[src/rtl/spi_minion_pkg.sv]
// Shared types and frame-field positions for the SPI mode-0 minion shifter.
// Field positions are counted down from the frame MSB so they hold for any nbits.
package spi_minion_pkg;

    typedef enum logic [1:0] {
        RESYNC = 2'd0,
        IDLE   = 2'd1,
        ACTIVE = 2'd2
    } spi_minion_state_t;

    // Frame layout: [nbits-1]=val, [nbits-2]=spc, [nbits-3:0]=data.
    localparam int unsigned VAL_FROM_TOP = 1;
    localparam int unsigned SPC_FROM_TOP = 2;
    localparam int unsigned HDR_BITS     = 2;

endpackage

[src/rtl/spi_minion_sync.sv]
// Multi-flop synchronizer with a history flop for edge detection.
// Ports: clk, reset (sync, active-high), din (async) -> q (synced), rise, fall.
module spi_minion_sync #(
    parameter int unsigned sync_depth = 2
) (
    input  logic clk,
    input  logic reset,
    input  logic din,
    output logic q,
    output logic rise,
    output logic fall
);

    logic [sync_depth-1:0] chain;
    logic                  hist;

    // Cleared to 0 so a cs held low through reset is never seen high.
    always_ff @(posedge clk) begin
        if (reset) begin
            chain <= '0;
            hist  <= 1'b0;
        end else begin
            chain <= {chain[sync_depth-2:0], din};
            hist  <= chain[sync_depth-1];
        end
    end

    assign q    = chain[sync_depth-1];
    assign rise = q & ~hist;
    assign fall = ~q & hist;

endmodule

[src/rtl/spi_minion_shifter.sv]
// SPI mode-0 minion front end: oversamples cs/sclk/mosi, shifts one nbits frame
// MSB-first in on mosi / out on miso, and issues one pull and one push per cs-low window.
// Ports: clk, reset (sync, active-high); SPI cs/sclk/mosi in, miso out;
//   push_en + push_msg_{val_wrt,val_rd,data} out; pull_en out, pull_msg_{val,spc,data} in.
// Option SPI_MINION_FRAME_ERR_EN adds frame_err pulse and 8-bit saturating frame_err_cnt.
module spi_minion_shifter
    import spi_minion_pkg::*;
#(
    parameter int unsigned nbits      = 8,
    parameter int unsigned sync_depth = 2
) (
    input  logic             clk,
    input  logic             reset,
    input  logic             cs,
    input  logic             sclk,
    input  logic             mosi,
    output logic             miso,
    output logic             push_en,
    output logic             push_msg_val_wrt,
    output logic             push_msg_val_rd,
    output logic [nbits-3:0] push_msg_data,
    output logic             pull_en,
    input  logic             pull_msg_val,
    input  logic             pull_msg_spc,
    input  logic [nbits-3:0] pull_msg_data
`ifdef SPI_MINION_FRAME_ERR_EN
    ,
    output logic             frame_err,
    output logic [7:0]       frame_err_cnt
`endif
);

    localparam int unsigned CW = $clog2(nbits + 1);

    spi_minion_state_t state, state_next;

    logic cs_q, cs_rise, cs_fall;
    logic sclk_q, sclk_rise, sclk_fall;
    logic mosi_q, mosi_rise, mosi_fall;

    logic             load;
    logic [CW-1:0]    bit_cnt;
    logic [nbits-1:0] shreg;
    logic             full;
    logic             push_fire;
    logic             frame_drop;

    spi_minion_sync #(.sync_depth(sync_depth)) u_cs (
        .clk(clk), .reset(reset), .din(cs),
        .q(cs_q), .rise(cs_rise), .fall(cs_fall)
    );

    spi_minion_sync #(.sync_depth(sync_depth)) u_sclk (
        .clk(clk), .reset(reset), .din(sclk),
        .q(sclk_q), .rise(sclk_rise), .fall(sclk_fall)
    );

    spi_minion_sync #(.sync_depth(sync_depth)) u_mosi (
        .clk(clk), .reset(reset), .din(mosi),
        .q(mosi_q), .rise(mosi_rise), .fall(mosi_fall)
    );

    logic unused_sig;
    assign unused_sig = ^{sclk_q, mosi_rise, mosi_fall};

    assign full = (bit_cnt == CW'(nbits));

    always_ff @(posedge clk) begin
        if (reset) state <= RESYNC;
        else       state <= state_next;
    end

    always_comb begin
        state_next = state;
        unique case (state)
            RESYNC: if (cs_q)    state_next = IDLE;
            IDLE:   if (cs_fall) state_next = ACTIVE;
            ACTIVE: if (cs_rise) state_next = IDLE;
            default:             state_next = RESYNC;
        endcase
    end

    always_comb begin
        pull_en    = 1'b0;
        push_fire  = 1'b0;
        frame_drop = 1'b0;
        unique case (state)
            IDLE:   pull_en    = cs_fall;
            ACTIVE: begin
                push_fire  = cs_rise & full;
                frame_drop = cs_rise & ~full;
            end
            default: ;
        endcase
    end

    // load marks the first ACTIVE cycle, when the adapter's pull_msg is captured.
    always_ff @(posedge clk) begin
        if (reset) begin
            load             <= 1'b0;
            bit_cnt          <= '0;
            shreg            <= '0;
            miso             <= 1'b0;
            push_en          <= 1'b0;
            push_msg_val_wrt <= 1'b0;
            push_msg_val_rd  <= 1'b0;
            push_msg_data    <= '0;
        end else begin
            load    <= pull_en;
            push_en <= push_fire;
            if (push_fire) begin
                push_msg_val_wrt <= shreg[nbits-VAL_FROM_TOP];
                push_msg_val_rd  <= shreg[nbits-SPC_FROM_TOP];
                push_msg_data    <= shreg[nbits-HDR_BITS-1:0];
            end
            if (state == ACTIVE && state_next == ACTIVE) begin
                if (load) begin
                    shreg   <= {pull_msg_val, pull_msg_spc, pull_msg_data};
                    bit_cnt <= '0;
                    miso    <= pull_msg_val;
                end else begin
                    if (sclk_rise) begin
                        shreg <= {shreg[nbits-2:0], mosi_q};
                        if (!full) bit_cnt <= bit_cnt + CW'(1);
                    end
                    if (sclk_fall) miso <= shreg[nbits-1];
                end
            end else begin
                miso <= 1'b0;
            end
        end
    end

`ifdef SPI_MINION_FRAME_ERR_EN
    always_ff @(posedge clk) begin
        if (reset) begin
            frame_err     <= 1'b0;
            frame_err_cnt <= '0;
        end else begin
            frame_err <= frame_drop;
            if (frame_drop && frame_err_cnt != 8'hFF)
                frame_err_cnt <= frame_err_cnt + 8'd1;
        end
    end
`else
    logic unused_drop;
    assign unused_drop = frame_drop;
`endif

endmodule

[config.mk]
export PLATFORM = sky130hd
export DESIGN_NAME = spi_minion_shifter
export DESIGN_NICKNAME = d
export VERILOG_FILES = /design/src/rtl/spi_minion_pkg.sv /design/src/rtl/spi_minion_sync.sv /design/src/rtl/spi_minion_shifter.sv
export SDC_FILE = /design/constraint.sdc
export NUM_CORES = 1
export LEC_CHECK = 0
export CAP_MARGIN = 30
export CORE_MARGIN = 2
export CORE_UTILIZATION = 45
export CTS_CLUSTER_SIZE = 14
export DETAILED_ROUTE_END_ITERATION = 10
export PLACE_DENSITY_LB_ADDON = 0.25
export SETUP_SLACK_MARGIN = 0.1
export SLEW_MARGIN = 20
export SYNTH_ARGS = -nofsm -noshare
export SYNTH_HDL_FRONTEND = slang
export SYNTH_SLANG_ARGS = --single-unit
[constraint.sdc]
create_clock -name clk -period 1.4 [get_ports clk]
set_input_delay 0.28 -clock clk [delete_from_list [all_inputs] [get_ports clk]]
set_output_delay 0.28 -clock clk [all_outputs]
set_load 0.1 [all_outputs]
Word level (Yosys, flattened, before mapping)

Index checks and enable logic that the tools add are counted.

Flip-flop bits (word level): 33
Input bits: 13
Output and inout port bits: 11
Word-level logic and storage cells: 50

Add/sub/neg operators: 1
Eq/ne operators: 5
Muxes and demuxes: 13
Bitwise logic cells: 10
Reduce and logical (&&, ||, !) cells: 7

Operators by type and width:

| operator                                            | count |
|---|---|
| 2-to-1 mux 8 bit                                    | 2 |
| 2-to-1 mux 4 bit                                    | 3 |
| 2-to-1 mux 2 bit                                    | 3 |
| case mux 2 bit (3 select lines)                     | 1 |
| AND 1 bit                                           | 5 |
| inverter 1 bit                                      | 5 |
| adder 4 x 1 -> 4 bit, second input constant         | 1 |
| equality test 2 bit, second input constant          | 2 |
| equality test 4 bit, second input constant          | 1 |
| 2-to-1 mux 1 bit                                    | 4 |
| nonzero test 2 bit                                  | 2 |
| AND reduction 3 bit                                 | 1 |
| equality test 2 x 1 -> 1 bit, second input constant | 1 |
| logical NOT 2 bit                                   | 1 |
| inequality test 2 bit, second input constant        | 1 |
| AND reduction 2 bit                                 | 1 |
| OR reduction 2 bit                                  | 1 |
| logical AND 1 bit                                   | 1 |

Depth between registers and ports, before layout

Gate-level depths: netlist of the first run.

Depth in word-level cells: 8
Gate-level depth with buffers: 7
Gate-level depth less buffers: 6

Modules after synthesis

A second synthesis of the first run with hierarchy kept.

Cell total of the unflattened synthesis: 150
Area, all modules: 1440.1 um^2

By module, submodules not included:

| module             | instances | cells each | area an instance (um^2) | seq. area each (um^2) |
|---|---|---|---|---|
| spi_minion_shifter | 1         | 126        | 1166.1                  | 500.5 |
| spi_minion_sync    | 3         | 8          | 91.3                    | 60.1 |

Least setup slack after synthesis of the first run

Ideal clock, no wire load.

Path type: register to register
From: register miso (netlist name)
To: register miso
Setup time: 0.078 ns
Arrival time: 1.383 ns
Required time: 1.322 ns
Slack: -0.061 ns
Stages on the path, launching flop included: 4
Path buffers: 0
Period minus slack after synthesis: 1.461 ns
Cells stage by stage: dfxtp_1 mux2i_1 o21a_1 nor3_1

RTL lines:

| element              | RTL line                  | RTL |
|---|---|---|
| end signal, assigned | spi_minion_shifter.sv:120 | `miso <= pull_msg_val;` |
| end signal, assigned | spi_minion_shifter.sv:126 | `if (sclk_fall) miso <= shreg[nbits-1];` |
| end, declared        | spi_minion_shifter.sv:17  | `output logic miso,` |

Worst setup path in the final report of the first run

From: register u_cs.chain[1]
To: output pull_en

Cells in the longest elaborated chain, start to end: 3

Ends and longest elaborated chain:

| element                | RTL line                 | RTL |
|---|---|---|
| start, declared        | spi_minion_sync.sv:14    | `logic [sync_depth-1:0] chain;` |
| start signal, assigned | spi_minion_sync.sv:23    | `chain <= {chain[sync_depth-2:0], din};` |
| inverter 1 bit         | spi_minion_sync.sv:30    | `assign fall = ~q & hist;` |
| AND 1 bit              | spi_minion_sync.sv:30    |  |
| 2-to-1 mux 1 bit       | spi_minion_shifter.sv:87 | `unique case (state)` |
| end, declared          | spi_minion_shifter.sv:22 | `output logic pull_en,` |

Every way passes these cells.

==> metrics, run 1 <==
drt drc 0; layout cells sized above 1 0.314; relative slew slack 0.834; combinational power share 0.048; DRT met1 WL ~1200 µm; Hold WS 0.448 ns; Top Layer Used met4; row count 19; Die Y just under 60 µm; Sink Count 33; Port Buffers 23; Worst Setup Path Type reg -> out; Net Count, Synth roughly 150; Tmin final roughly 1.5 ns; Cell Int Power ~1.4 mW; antenna cell count 0; antenna violation net count after detailed routing 0; Detailed Routing Iterations Pass 1 5; register-to-register setup slack -0.02 ns; GRT Total Usage 0.185; CTS Buffer Depth 2; htree depth 2; ys async rst share 0; HPWL after DPL between 1500 and 2000 µm; DP Area around 1800 µm²; Initial DRC Count 23; met3 wire len ~140 µm; GRT Residual Overflow 0; Setup crit end kind primary output; first-pass GRT wire length 4710 µm; Pwr Density roughly 890 nW/µm²; register area between 600 and 700 µm²; failing checks negative setup slack; setup TNS -0.174 ns; syn_area_per_cell approximately 10 µm²; final setup fails 9; max-slew violations 0; area of the multi-input gates between 600 and 700 µm²; sequential-to-total area share from yosys stat 0.484; GPL Wtd Cong 0.773; Die W between 50 and 60 µm; number of global-route vias before repair around 1000; total CTS buffers 5; Clk pwr share 0.415; core area around 2800 µm²; top-level port count 24; EDFF count, synth 0; CP Launch Type flip-flop; CTS Root Cell clkbuf_4; status finished with violations; Met2 Wirelength ~1300 µm; synth-to-layout area growth 46.0%; CTS tree built; commonest cells in the netlist dfxtp_1, nor2_1, mux2i_1, nor2b_1, a211oi_1; count leader, synth dfxtp_1; Switching Share 0.198; period utilization 1.05; Worst R2R Path Depth 8; post-synthesis cell area between 1000 and 1500 µm²; synth top area cells dfxtp_1, mux2i_1, nor2_1; P_leak 0.776 nW; Peak Freq between 600 and 700 MHz; routed vias between 1000 and 1500; Synth Flop Type dfxtp_1; Max rail drop VDD between 0.8 and 0.9 mV; hold crit path type reg -> reg; NetSw ~350 µW; Hold Crit Depth 1; initial core utilization 0.482; Flop pwr share 0.537; WL/cell approximately 14 µm; post-route cell area between 1500 and 2000 µm²; Layout Utilization 0.704; share of the synthesized area in the top cell type 0.484; RSZ-0062 raised after global routing yes; pin count of the biggest net entering global routing 17; Mapped Cells 130; full die area 3490 µm²; cell taking the most area after synthesis dfxtp_1; worst skew pair latency between 0.3 and 0.4 ns; Yosys Warn Count 0; clock slew seen by the registers of the worst setup and hold paths approximately 0.1 ns; CP arrival ~1.2 ns; cts-stage hold buffer count 0; Worst Skew approximately 0.0085 ns; Fin. Hold Viols 0; crit path max fanout 2; Yosys cell types 36; Final #Nets between 150 and 200; flops & latches, synth 33; Via density ~5.2; fin worst setup slack -0.0720 ns; Worst Tran Pin Value 0.249 ns; routed wire length about 2700 µm; fillcell total roughly 210; Max-Cap Viols 0; initial antenna violation count 0; Worst Path Required roughly 1.1 ns
-- worst paths after layout --
check,startpoint,end
setup reg to reg,bit_cnt[1],push_msg_data[4]
hold reg to reg,u_cs.chain[0],u_cs.chain[1]
hold / removal,u_cs.chain[0],u_cs.chain[1]
setup / recovery,u_cs.chain[1],pull_en
-- placed cells by master, fill, tap and decap left out, drive strengths merged, types with 2 or more instances in the layout --
cell	synthesis	final
nand3b	2	2
clkdlybuf4s50	0	12
clkbuf	2	7
buf	5	25
nor2b	8	8
ha	2	2
o21ai	3	3
o211a	1	2
nand2	3	3
a21oi	3	3
dfxtp	33	33
nor2	22	22
a211oi	7	7
nand4bb	2	2
nand2b	3	3
and2b	2	2
o2111ai	2	2
inv	4	3
mux2i	16	16
-- state kept, by name (all words and copies together) (netlist names) --
| name | cells |
|---|---|
| load | 1 |
| state | 2 |
| u_cs.chain | 2 |
| push_msg_val_wrt | 1 |
| push_en | 1 |
| miso | 1 |
| shreg | 8 |
| push_msg_data | 6 |
| push_msg_val_rd | 1 |
| u_sclk.chain | 2 |
| u_cs.hist | 1 |
| u_sclk.hist | 1 |
| u_mosi.chain | 2 |
| bit_cnt | 4 |
-- logic make-up (layout without fill, tap and decap cells) --
group / count (synthesis) / count (layout) / synth area share
AND/OR/NAND/NOR: 47 / 47 / 0.197
flip-flops: 33 / 33 / 0.484
AO/OA/AOI/OAI: 19 / 20 / 0.125
multiplexers: 16 / 16 / 0.117
buffers and inverters: 11 / 49 / 0.0449
adder cells (fa/ha/maj): 2 / 2 / 0.0183
XOR/XNOR: 2 / 2 / 0.0128
-- metrics by stage --
stage	instances	setup WS, ns	total power [mW]
final	200	-0.0720	1.78
after CTS	200	-0.0870	1.80
after detailed placement	184	-0.0252	1.06
after floorplan	130	0.109	1.01
after global routing	200	-0.130	1.86
after global placement	184	0.0626	1.05
-- power by group through the flow --
stage	Combinational (mW)	Clock, mW	Sequential (mW)
finish	0.0859	0.738	0.956
detailed placement	0.0793	0	0.977
floorplan	0.0350	0	0.975
CTS	0.0858	0.761	0.956
global placement	0.0784	0	0.976
global route	0.0918	0.806	0.958
-- area by class of cell --
type,count,share of cell area
inverters,4,0.00943
well taps,31,0.0195
flip-flops and latches,33,0.336
clock inverters,1,0.0151
repair buffers,37,0.244
multi-input cells,87,0.348
clock buffers,7,0.0277
-- worst max-delay path, stage by stage (launching register included) --
cell and delay [ns]:
dfxtp_2 0.34, nand4bb_4 0.25, clkinvlp_4 0.11, buf_12 0.17
-- layer usage --
metal / up-vias / track usage
met1: 488 / 0.226
met5: - / 0
li1: 529 / -
met3: 7 / 0.0655
met2: 25 / 0.287
met4: 0 / 0.0974
-- timing repair --
action	in CTS	in global routing
gates resized for setup	11	2
pin swaps	3	0
gates cloned	2	0
buffers inserted	6	0
endpoints found under the setup margin	15	15
Power figures use the tool's default switching activity.
==> run 2, diff against run 1 <==
--- a/config.mk
+++ b/config.mk
@@ -6,6 +6,7 @@
 export NUM_CORES = 1
 export LEC_CHECK = 0
 export CAP_MARGIN = 30
+export CORE_ASPECT_RATIO = 1.1
 export CORE_MARGIN = 2
 export CORE_UTILIZATION = 45
 export CTS_CLUSTER_SIZE = 14
==> run 2 against run 1 <==
Effect of this change: the run still ends with negative setup slack left; combinational power grew 2%; sequential share of layout area grew 1.1 points; global-route usage grew 0.53 points; worst setup slack lost 0.010 ns; clock power shrank 36%; final cell count shrank 1.0%; critical path depth is the same; flip-flop and latch count is the same; critical path type unchanged; largest cell class unchanged; largest power group unchanged; highest routed layer unchanged.
==> metrics, run 2 (synthesis gave the netlist of run 1 again) <==
status finished with violations; failing checks negative setup slack; RSZ-0062 raised after global routing yes; setup TNS -0.0820 ns (+0.0917 ns); total CTS buffers 5 (unchanged); P_leak 0.745 nW (-4.1%); top flop regs shreg: 8 flops, push_msg_data: 6 flops, bit_cnt: 4 flops; routed wire length 2760 µm (+1.4%); synth-to-layout area growth 41.8%; first-pass GRT wire length 4810 µm (+2.2%); placed cells 186 (+1.1%); Detailed Routing Iterations Pass 1 3 (-2); max-slew violations 0 (unchanged); period utilization 1.06 (+0.00720); clock slew seen by the registers of the worst setup and hold paths 0.09 ns (about the same); drt drc 0 (unchanged); Worst Setup Path Type reg -> out; worst skew pair latency 0.34 ns (about the same); full die area 3490 µm² (about the same); Initial DRC Count 12 (-48%); crit path max fanout 3 (+1); relative slew slack 0.848 (+0.0141); Max-Cap Viols 0 (unchanged); hold crit path type reg -> reg; antenna violation net count after detailed routing 0 (unchanged); CTS Buffer Depth 2 (unchanged); WL/cell 13.9 µm (+2.4%); CTS tree built; initial antenna violation count 0 (unchanged); fin worst setup slack -0.0820 ns (-0.0101 ns); GPL Wtd Cong 0.723 (-6.5%); routed vias 1040 (-0.86%); Worst Path Required 1.12 ns (about the same); CTS Root Cell clkbuf_4; Cell Count, Final, Fillers Out 198 (-1.0%); core area 2830 µm² (about the same); delay-heaviest family, CP flip-flops; layout cells sized above 1 0.333 (+0.0197); max reg flops 8 (unchanged); Port Buffers 23 (unchanged); top-level port count 24 (unchanged); final setup fails 1 (-8); DP Area 1770 µm² (+0.14%); row count 20 (+1); Hold WS 0.443 ns (-0.00445 ns); Worst Skew 0.00855 ns (+0.0000542 ns); power consumption 1.52 mW (-15%); HPWL after DPL 1820 µm (+0.87%); Critical Path Max Stage Delay 0.33 ns (about the same); Fin. Hold Viols 0 (unchanged); commonest non-fill, non-tap cell in the layout dfxtp_1; GRT Residual Overflow 0 (unchanged); CP arrival 1.20 ns (about the same); Most flops, register shreg; slowest CP cell dfxtp_2; Die Y 61.7 µm (+4.6%); pin count of the biggest net entering global routing 17 (unchanged); GRT Total Usage 0.191 (+0.00529); Via density 5.25 (+0.14%); Worst Tran Pin Value 0.227 ns (-0.0219 ns); cells along the critical path nand4bb_4, clkinvlp_4, buf_12; Setup crit end kind primary output; Max rail drop VDD 0.720 mV (-11%); most frequent cells in the layout dfxtp_1, nor2_1, mux2i_1; post-route cell area 1930 µm² (-2.8%); number of global-route vias before repair 1048 (+3.8%); Final #Nets 181 (-1.1%); Pwr Density 785 nW/µm² (-12%); Tmin final 1.48 ns (+0.0101 ns); Sink Count 33 (unchanged); htree depth 2 (unchanged); initial core utilization 0.482 (about the same); Die W 56.5 µm (-4.3%); WP buf/inv 2 (unchanged); antenna cell count 0 (unchanged); CP Launch Type flip-flop; Peak Freq 675 MHz (-0.68%)
## run 2: changes by cell type in the layout (fill, tap and decap cells not counted), sizes merged
cell,before,now
bufinv,1,0
buf,25,23
clkbuf,7,5
clkinv,0,1
## run 2: path summary, 6_finish.rpt
path / from / end / slack, ns / depth (start not counted)
worst max register to register: state[0] / bit_cnt[2] / 0.02 / 4
worst max-delay path: u_cs.chain[1] / pull_en / -0.08 / 3
worst min-delay path: u_sclk.chain[0] / u_sclk.chain[1] / 0.44 / 1
worst min register to register: u_sclk.chain[0] / u_sclk.chain[1] / 0.44 / 1
## run 2: area by class of cell
class	instances	area (µm²)
fillers	231	893
multi-input cells	87	713
well taps	33	41.3
clock buffers	5	37.5
flip-flops and latches	33	672
inverters	4	18.8
clock inverters	1	5.00
repair buffers	35	447
## run 2: through the flow
stage | utilization | setup slack [ns]
global route | 0.684 | -0.125
CTS | 0.668 | -0.0848
floorplan | - | 0.109
finish | 0.684 | -0.0820
detailed placement | 0.627 | 0.0116
global placement | 0.627 | 0.0535
## run 2: repair_timing
| item | 4_1_cts | 5_1_grt |
|---|---|---|
| pin swaps | 5 | 5 |
| endpoints found under the hold margin | 0 | 0 |
| hold buffers | 0 | 0 |
| endpoints found under the setup margin | 12 | 15 |
| gates cloned | 1 | 0 |
| gates resized for setup | 8 | 10 |
| setup buffers | 4 | 1 |
## run 2: power breakdown
| group | internal, mW | switching, mW |
|---|---|---|
| clock network | 0.174 | 0.302 |
| registers | 0.949 | 0.00643 |
| logic | 0.0524 | 0.0349 |
| total | 1.17 | 0.343 |
## run 2: routing by layer
metal | track usage | vias up | share of wire
li1 | - | 520 | -
met1 | 0.203 | 492 | 0.43
met2 | 0.326 | 21 | 0.49
met3 | 0.0704 | 7 | 0.045
met4 | 0.126 | 0 | 0.030
met5 | 0 | - | 0
==> run 3, diff against run 2 <==
--- a/config.mk
+++ b/config.mk
@@ -5,6 +5,7 @@
 export SDC_FILE = /design/constraint.sdc
 export NUM_CORES = 1
 export LEC_CHECK = 0
+export ABC_CLOCK_PERIOD_IN_PS = 1300
 export CAP_MARGIN = 30
 export CORE_ASPECT_RATIO = 1.1
 export CORE_MARGIN = 2
==> constraint.sdc (replaced) <==
create_clock -name clk -period 1.3 [get_ports clk]
set_input_delay 0.26 -clock clk [delete_from_list [all_inputs] [get_ports clk]]
set_output_delay 0.26 -clock clk [all_outputs]
set_load 0.1 [all_outputs]
==> run 3 against run 2 <==
Effect of this change: the run still ends with negative setup slack left; hold slack improved by 0.0036 ns; design area increased by 10%; flip-flop and latch count unchanged; non-clock buffer count increased by 11; core utilization increased by 6.9 points; largest power group unchanged.
==> metrics, run 3 (synthesis gave the netlist of run 1 again) <==
status finished with violations; failing checks negative setup slack; Port Buffers 23 (unchanged); routed vias 1118 (+7.5%); clock slew seen by the registers of the worst setup and hold paths 0.09 ns (about the same); Worst Path Required 1.04 ns (-0.08 ns); max-slew violations 0 (unchanged); Sink Count 33 (unchanged); routed wire length 3260 µm (+18%); period utilization 1.11; synth-to-layout area growth 56.1%; Pwr Density 907 nW/µm² (+16%); Layout Utilization 0.753 (+0.0690); core area 2830 µm² (unchanged); first-pass GRT wire length 5170 µm (+7.5%); number of global-route vias before repair 1112 (+6.1%); setup TNS -0.671 ns (-0.589 ns); Peak Freq a little under 700 MHz; cts-stage hold buffer count 0 (unchanged); max reg flops 8 (unchanged); commonest non-fill, non-tap cell in the layout dfxtp_1; final setup fails 10 (+9); Placement Setup Slack -0.0946 ns (-0.106 ns); register area 678 µm² (+0.93%); Fin. Hold Viols 0 (unchanged); area of the multi-input gates 754 µm² (+5.8%); delay-heaviest family, CP flip-flops; CP arrival 1.18 ns (-0.02 ns); Worst Tran Pin Value 0.414 ns (+0.187 ns); hold crit path type reg -> reg; initial core utilization 0.482 (unchanged); GRT Total Usage 0.200 (+0.00908); fillcell total 186 (-19%); most frequent cells in the layout dfxtp_1, nor2_1, mux2i_1; Setup crit end kind primary output; cells along the critical path nand4bb_4, clkinvlp_4, buf_12; Worst Skew 0.00558 ns (-0.00298 ns); CTS tree built; antenna violation net count after detailed routing 0 (unchanged); crit path max fanout 2 (-1); total CTS buffers 5 (unchanged); Via density 5.30 (+0.88%); Critical Path Max Stage Delay 0.34 ns (about the same); row count 20 (unchanged); initial antenna violation count 0 (unchanged); WL/cell 15.5 µm (+11%); drt drc 0 (unchanged); worst skew pair latency 0.32 ns (-0.02 ns); Hold WS 0.447 ns (+0.00359 ns); antenna cell count 0 (unchanged); htree depth 2 (unchanged); pin count of the biggest net entering global routing 14 (-3); slowest CP cell dfxtp_2; layout cells sized above 1 0.461 (+0.127); top-level port count 24 (unchanged); full die area 3490 µm² (unchanged); CTS Root Cell clkbuf_4; Final #Nets 192 (+6.1%); Die Y 61.7 µm (unchanged); HPWL after DPL 2010 µm (+11%); GRT Residual Overflow 0 (unchanged); Tmin final 1.44 ns; RSZ-0062 raised after global routing yes; power consumption 1.93 mW (+27%); WP buf/inv 2 (unchanged); P_leak 0.835 nW (+12%); GPL Wtd Cong 0.732 (+1.3%); Die W 56.5 µm (unchanged); Max-Cap Viols 0 (unchanged); Most flops, register shreg; relative slew slack 0.723 (-0.125); CTS Buffer Depth 2 (unchanged); Initial DRC Count 30 (+18); Max rail drop VDD 0.935 mV (+30%); Detailed Routing Iterations Pass 1 4 (+1); top flop regs shreg: 8 flops, push_msg_data: 6 flops, bit_cnt: 4 flops; fin worst setup slack -0.143 ns (-0.0613 ns); CP Launch Type flip-flop; Worst Setup Path Type reg -> out
[run 3: worst register-to-register path: cells and delay by family, from the launching register on]
family / cells / cell delay (ns)
adder cells (fa/ha/maj): 1 / 0.16
AND/OR/NAND/NOR: 3 / 0.36
multiplexers: 1 / 0.20
flip-flops: 1 / 0.36
buffers and inverters: 2 / 0.20
[run 3: layer usage]
| layer | up-vias | share of wire | global-route usage |
|---|---|---|---|
| li1 | 544 | - | - |
| met1 | 536 | 0.41 | 0.209 |
| met3 | 8 | 0.040 | 0.0476 |
| met4 | 0 | 0.025 | 0.112 |
| met2 | 30 | 0.53 | 0.375 |
| met5 | - | 0 | 0 |
[run 3: path summary, 6_finish.rpt]
kind / startpoint / end / slack (ns) / cells after the start
setup / recovery: state[1] / pull_en / -0.14 / 3
hold / removal: u_sclk.chain[0] / u_sclk.chain[1] / 0.45 / 1
setup reg to reg: bit_cnt[0] / push_msg_data[3] / -0.08 / 7
hold reg to reg: u_sclk.chain[0] / u_sclk.chain[1] / 0.45 / 1
[run 3: what timing repair did]
action / CTS / global route
setup endpoints to repair: 20 / 29
cloned: 1 / 0
buffers inserted: 10 / 1
resized for setup: 20 / 14
pin swaps: 9 / 1
[run 3: where the power goes]
part           switching (mW)  internal, mW  total [mW]  leakage, nW
clock network           0.330         0.459       0.789       0.0455
registers             0.00627          1.02        1.03        0.274
logic                  0.0458        0.0674       0.113        0.515
[run 3: metrics by stage]
step / area (µm²) / cells
floorplan: 1410 / 130
finish: 2130 / 211
global placement: 1840 / 191
CTS: 2090 / 210
global route: 2130 / 211
detailed placement: 1840 / 191
[run 3: area by class of cell]
type,instances,area share
Multi-Input combinational cell,87,0.354
Sequential cell,33,0.318
Timing Repair Buffer,46,0.259
Clock buffer,7,0.0259
Tap cell,33,0.0194
Clock inverter,1,0.0141
Inverter,4,0.00881
